[config.mk]
export PLATFORM = sky130hd
export DESIGN_NAME = acc_writeback
export DESIGN_NICKNAME = d
export VERILOG_FILES = /design/src/rtl/acc_writeback.sv
export SDC_FILE = /design/constraint.sdc
export NUM_CORES = 1
export LEC_CHECK = 0
export CAP_MARGIN = 10
export CORE_MARGIN = 2
export CORE_UTILIZATION = 40
export DETAILED_ROUTE_END_ITERATION = 8
export GPL_TIMING_DRIVEN = 1
export HOLD_SLACK_MARGIN = 0.08
export MAX_ROUTING_LAYER = met4
export PLACE_DENSITY = 0.79
export SYNTH_ARGS = -nofsm -noshare
export SYNTH_HDL_FRONTEND = slang
export SYNTH_SLANG_ARGS = --single-unit
[constraint.sdc]
create_clock -name clk -period 1.9 [get_ports clk]
set_clock_uncertainty 0.05 [all_clocks]
set_input_delay 0.19 -clock clk [delete_from_list [all_inputs] [get_ports clk]]
set_output_delay 0.19 -clock clk [all_outputs]
set_load 0.05 [all_outputs]
[src/rtl/acc_writeback.sv]
// acc_writeback: drains FIFO_DEPTH rows from the ACC psum FIFOs into consecutive GLB words.
// Optional build macro ACC_WB_RELU_EN clamps negative lanes to zero on capture.
module acc_writeback #(
    parameter int PE_SIZE    = 4,
    parameter int DATA_WIDTH = 32,
    parameter int FIFO_DEPTH = 4,
    parameter int ADDR_WIDTH = 8
) (
    input  logic                             clk,
    input  logic                             rst_n,
    input  logic                             start_i,
    input  logic [ADDR_WIDTH-1:0]            base_addr_i,
    output logic [PE_SIZE-1:0]               rden_o,
    input  logic [DATA_WIDTH*PE_SIZE-1:0]    psum_row_i,
    output logic                             glb_wren_o,
    input  logic                             glb_ready_i,
    output logic [ADDR_WIDTH-1:0]            glb_addr_o,
    output logic [DATA_WIDTH*PE_SIZE-1:0]    glb_data_o,
    output logic                             busy_o,
    output logic                             done_o
);

    localparam int ROW_W = (FIFO_DEPTH > 1) ? $clog2(FIFO_DEPTH) : 1;

    typedef enum logic [2:0] {
        IDLE,
        READ,
        CAPT,
        WRITE,
        DONE
    } state_t;

    state_t                          state_q;
    state_t                          state_d;
    logic [ROW_W-1:0]                row_q;
    logic [ADDR_WIDTH-1:0]           base_q;
    logic [DATA_WIDTH*PE_SIZE-1:0]   row_capt;
    logic                            row_is_last;
    logic                            accept;

    assign row_is_last = (row_q == ROW_W'(FIFO_DEPTH - 1));
    assign accept      = (state_q == WRITE) && glb_ready_i;

    // NOTE: state and datapath registers use non-blocking assignments so every
    // flop samples pre-edge values regardless of process evaluation order.
    always_ff @(posedge clk or negedge rst_n) begin
        if (!rst_n) begin
            state_q <= IDLE;
        end else begin
            state_q <= state_d;
        end
    end

    // NOTE: state_d gets a default before the case so no path leaves it
    // unassigned, which would otherwise infer a latch.
    always_comb begin
        state_d = state_q;
        case (state_q)
            IDLE:    if (start_i) state_d = READ;
            READ:    state_d = CAPT;
            CAPT:    state_d = WRITE;
            WRITE:   if (glb_ready_i) state_d = row_is_last ? DONE : READ;
            DONE:    state_d = IDLE;
            default: state_d = IDLE;
        endcase
    end

    always_comb begin
        rden_o     = {PE_SIZE{state_q == READ}};
        glb_wren_o = (state_q == WRITE);
        busy_o     = (state_q != IDLE);
        done_o     = (state_q == DONE);
    end

    // Lane clamp is pure combinational on the capture path, so both builds share timing.
    always_comb begin
        row_capt = psum_row_i;
`ifdef ACC_WB_RELU_EN
        for (int l = 0; l < PE_SIZE; l++) begin
            if (psum_row_i[l*DATA_WIDTH + DATA_WIDTH - 1]) begin
                row_capt[l*DATA_WIDTH +: DATA_WIDTH] = '0;
            end
        end
`else
`endif
    end

    // NOTE: the address/data registers are plain flops (not a memory), so they
    // are reset to give the deterministic all-zero outputs seen after reset.
    always_ff @(posedge clk or negedge rst_n) begin
        if (!rst_n) begin
            base_q     <= '0;
            row_q      <= '0;
            glb_addr_o <= '0;
            glb_data_o <= '0;
        end else begin
            case (state_q)
                IDLE: begin
                    if (start_i) begin
                        base_q <= base_addr_i;
                        row_q  <= '0;
                    end
                end
                CAPT: begin
                    glb_data_o <= row_capt;
                    glb_addr_o <= base_q + ADDR_WIDTH'(row_q);
                end
                WRITE: begin
                    if (accept && !row_is_last) begin
                        row_q <= row_q + 1'b1;
                    end
                end
                default: ;
            endcase
        end
    end

endmodule

### Word-level counts from Yosys, hierarchy flattened

Cells that the tools add are included.

* memory bits (read-only): 0
* memories: 0
* input bits: 140
* output and inout port bits: 143
* register bits after elaboration: 149
* bits in latches: 0
* RAM bits: 0
* word-level logic and storage cells: 31

* equality and inequality tests: 8
* bitwise gates (word level): 0
* multiply operators: 0
* reductions and logical operators: 9
* muxes and demuxes: 7
* div/mod/pow operators: 0
* shifts and indexed selects: 0
* order comparisons: 0
* $add $sub $neg: 2

Operators with widths (number)
* 3-bit case mux with 4 select lines: 1
* 3-bit 2-to-1 mux: 3
* 8-bit by 2-bit adder with 8-bit output: 1
* 3-bit by 2-bit == test with 1-bit output (second input constant): 2
* 2-bit 2-to-1 mux: 2
* 2-bit by 1-bit inequality test with 1-bit output (second input constant): 2
* 2-bit case mux with 2 select lines: 1
* 2-bit AND reduction: 2
* 3-bit by 1-bit == test with 1-bit output (second input constant): 1
* 3-bit == test (second input constant): 1
* 3-bit zero test: 1
* 3-bit AND reduction: 1
* 3-bit nonzero test: 1
* 2-bit by 1-bit adder with 2-bit output (second input constant): 1
* 2-bit == test (second input constant): 1
* 1-bit logical AND: 2
* 2-bit inequality test (second input constant): 1
* 2-bit nonzero test: 1
* 1-bit zero test: 1

### Longest topological paths before layout

* word-level depth: 5
* depth in mapped cells: 7
* mapped depth without buffers: 5

### Worst setup path before layout

No wires, ideal clock.

* path kind: register -> output
* from: register state_q[2]
* to: output rden_o[1]
* setup slack: -0.588 ns
* arrival time: 2.248 ns
* path buffers: 2
* cell stages (with the launch flop): 4
* data required time: 1.660 ns
* cell sequence: dfrtp_1 > clkbuf_1 > nor3b_1 > buf_4

* word-level cells in the longest chain between the ends: 1

Ends and longest elaborated chain
* start: declaration: line 33 `state_t state_q;`
* start signal: assignment: line 50 `state_q <= state_d;`
* 3-bit by 1-bit == test with 1-bit output: line 69 `rden_o = {PE_SIZE{state_q == READ}};`
* end: declaration: line 13 `output logic [PE_SIZE-1:0] rden_o,`

Every way passes these cells.

### Worst setup path after layout

* from: register glb_data_o[42]
* to: output glb_data_o[42]

RTL lines
* start: declaration: line 18 `output logic [DATA_WIDTH*PE_SIZE-1:0] glb_data_o,`
* start signal: assignment: line 105 `glb_data_o <= row_capt;`

No word-level cell between the ends.

==> out/metrics.yaml <==
status: "complete, no violations"
max_stage_delay_ps: 820
dr.pass1.iters: 4
die-height_um: 124.5
cts.reportedPaths.clkPinSlew_ps: 60
path_cells: "clkdlybuf4s50_1"
crit_cells: 1
worst_slew_pin_slew_ps: 553.7
start_util_pct: 40.40
cts_made_buffers: 17
grt_pass1_vias: 5332
cp-startpoint: "glb_data_o[42]"
synthDistinctLibCells: 29
dpl.hpwl_mm: 11.54
coreArea_sq_um: 14370
yosysSeqAreaShare_pct: 64.22
crit_required_ps: 1660
antenna_found_initial: 1
crit_path_max_fanout: 2
place_ws_ps: 262.7
synth_nets: 787
grt_max_degree: 94
netlist_instances: 643
drt-initial-drc-count: 246
die_area_sq_um: 15490
vdd_drop_max_mv: 1.162
gp_congestion: 0.8265
clock.fmax_ghz: 0.5377
drc: 0
setup_ws_ps: 40.33
area_delta_synth_final_pct: 64.59
die_x_um: 124.5
post_cts_buffers: 0
cts.sinks: 149
power_per_cell_area_nw_per_um2: 2197
wl_per_cell_um: 14.53
startpoint_type: "flip-flop"
ys_seq_elements: 149
rsz0062_at_grt: "no"
rr_worst_depth: 4
num_vias: 5218
cpMaxStageDelayCell: "clkdlybuf4s50_1"
p_leak_nw: 4.717
rows: 44
nets: 1068
cts_tree: "done"
worstSetupEndpointType: "primary output"
tns_ps: 0
maxCapViolCount: 0
path_buf_inv: 1
avgSynthCellArea_sq_um: 9.029
worstPathArrival_ps: 1620
final_antenna_net_count: 0
timing.rr.start: "state_q[1]"
path_class: "flip-flop to primary output"
fin_crit_sh_pct: 97.88
port_buffers: 282
overflow: 0
routed_wl_mm: 16.30
drv_slew: 0
grt_first_pass_wirelength_mm: 26.57
critPathTopFamily: "buffers and inverters"
clockRootBuffer: "clkbuf_16"
hold_violations: 0
min_path_type: "input pin to asynchronous set/reset pin"
grtUsageTotal_pct: 22.15
clockBufferDepth: 2
ys_warn_count: 0
ios: 283
clk_latency_ps: 420
drive_above_1_share_pct: 7.257
setup_viol: 0
cts_max_level: 4
min_period_ps: 1860
netlist_area_sq_um: 5806
slew_headroom_pct: 63.03
fillerInstances: 1111
vias_per_cell: 4.651
==> metal layers <==
metal | part of all wire, % | GRT usage, %
met5 | 0 | -
met4 | 2.3 | 8.989
met3 | 8.5 | 7.775
met2 | 47 | 34.59
met1 | 42 | 26.33
==> report_power, final <==
group	internal, mW	switching, mW
clock network	2.10	1.31
logic	3.88	8.08
registers	4.74	0.891
total	10.7	10.3
==> cell usage after synthesis <==
library cell  instances  area, sq um
nor4b_1               1        8.760
buf_4                 3        22.52
nand2_1             399         1498
fa_1                  1        20.02
o2bb2ai_1             1        8.760
or3b_1                1        8.760
o21ai_0               5        25.02
o21bai_1              2        15.01
or3_1                 2        12.51
buf_2                10        50.05
a31oi_1               2        12.51
nor2_1                5        18.77
nand4b_1              1        8.760
ha_1                  3        37.54
or4_1                 4        30.03
o211ai_1              3        22.52
mux2_2                6        67.56
o31ai_1               1        7.510
nand3_1               5        25.02
a21oi_1               1        5.000
dfrtp_1             149         3729
nor3b_1               3        22.52
xor2_1                1        8.760
inv_1                 5        18.77
a2bb2oi_1             1        8.760
clkbuf_1             25        93.84
nor3_1                1        5.000
xnor2_1               1        8.760
nand4_1               1        6.260
==> worst paths after layout <==
path                                         to  slack [ps]
worst max register to register    glb_addr_o[2]         240
worst max-delay path             glb_data_o[42]          40
max in group asynchronous            state_q[2]         990
worst min register to register   glb_data_o[94]         420
min in group clk                glb_data_o[122]         240
worst min-delay path             glb_data_o[80]         190
==> flip-flops by register name (all words and copies together) (netlist names) <==
signal / count
state_q: 3
row_q: 2
glb_data_o: 128
glb_addr_o: 8
base_q: 8
==> placed cells by master (no fill, tap or decap), types with 3 or more instances in the layout <==
| master | instances |
|---|---|
| or4_1 | 4 |
| nand2_1 | 399 |
| nor3b_2 | 3 |
| inv_1 | 5 |
| o211ai_1 | 3 |
| nor2_1 | 5 |
| clkinvlp_4 | 4 |
| ha_1 | 3 |
| clkbuf_16 | 17 |
| nand3_1 | 5 |
| clkinv_2 | 3 |
| bufinv_16 | 3 |
| buf_4 | 18 |
| dlymetal6s2s_1 | 9 |
| clkdlybuf4s50_1 | 262 |
| dfrtp_1 | 149 |
| buf_12 | 8 |
| mux2_2 | 6 |
| o21ai_0 | 5 |
==> through the flow <==
step                      cell area [sq um]  hold WS [ps]  instances  util, %  power [mW]
after global routing                   9555         214.0       1122    66.50       22.17
after floorplan                        5816        -155.6        643        -       13.32
after detailed placement               8922         67.99       1088    62.10       17.73
after CTS                              9530         190.9       1121    66.33       21.23
final                                  9555         192.3       1122    66.50       21.00
after global placement                 8922         68.19       1088    62.10       17.50
==> cell families (layout without fill, tap and decap cells) <==
family	count (synthesis)	after routing	synth area share, %
AOI/OAI and AO/OA	16	16	1.810
xor gates and xnor gates	2	2	0.3018
adders and majority gates	4	4	0.9915
buffers and inverters	43	337	3.190
DFF	149	149	64.22
and+or+nand+nor	423	423	28.32
other	0	1	0
muxes	6	6	1.164
==> what timing repair did <==
action | CTS | global route
gates resized for setup | 1 | 9
endpoints found under the hold margin | 149 | 0
gates cloned | 0 | 0
hold buffers | 1 | 0
setup endpoints to repair | 1 | 9
==> layout make-up <==
cell class	instances	area, sq um	share of cell area (%)
inverters	5	18.77	0.1964
well taps	184	230.2	2.409
flip-flops and latches	149	3729	39.02
multi-input cells	451	1916	20.05
clock buffers	20	446.7	4.675
repair buffers	300	3060	32.03
clock inverters	12	152.6	1.597
diodes	1	2.502	0.02619
No activity file was read; power rests on OpenSTA's default activity.
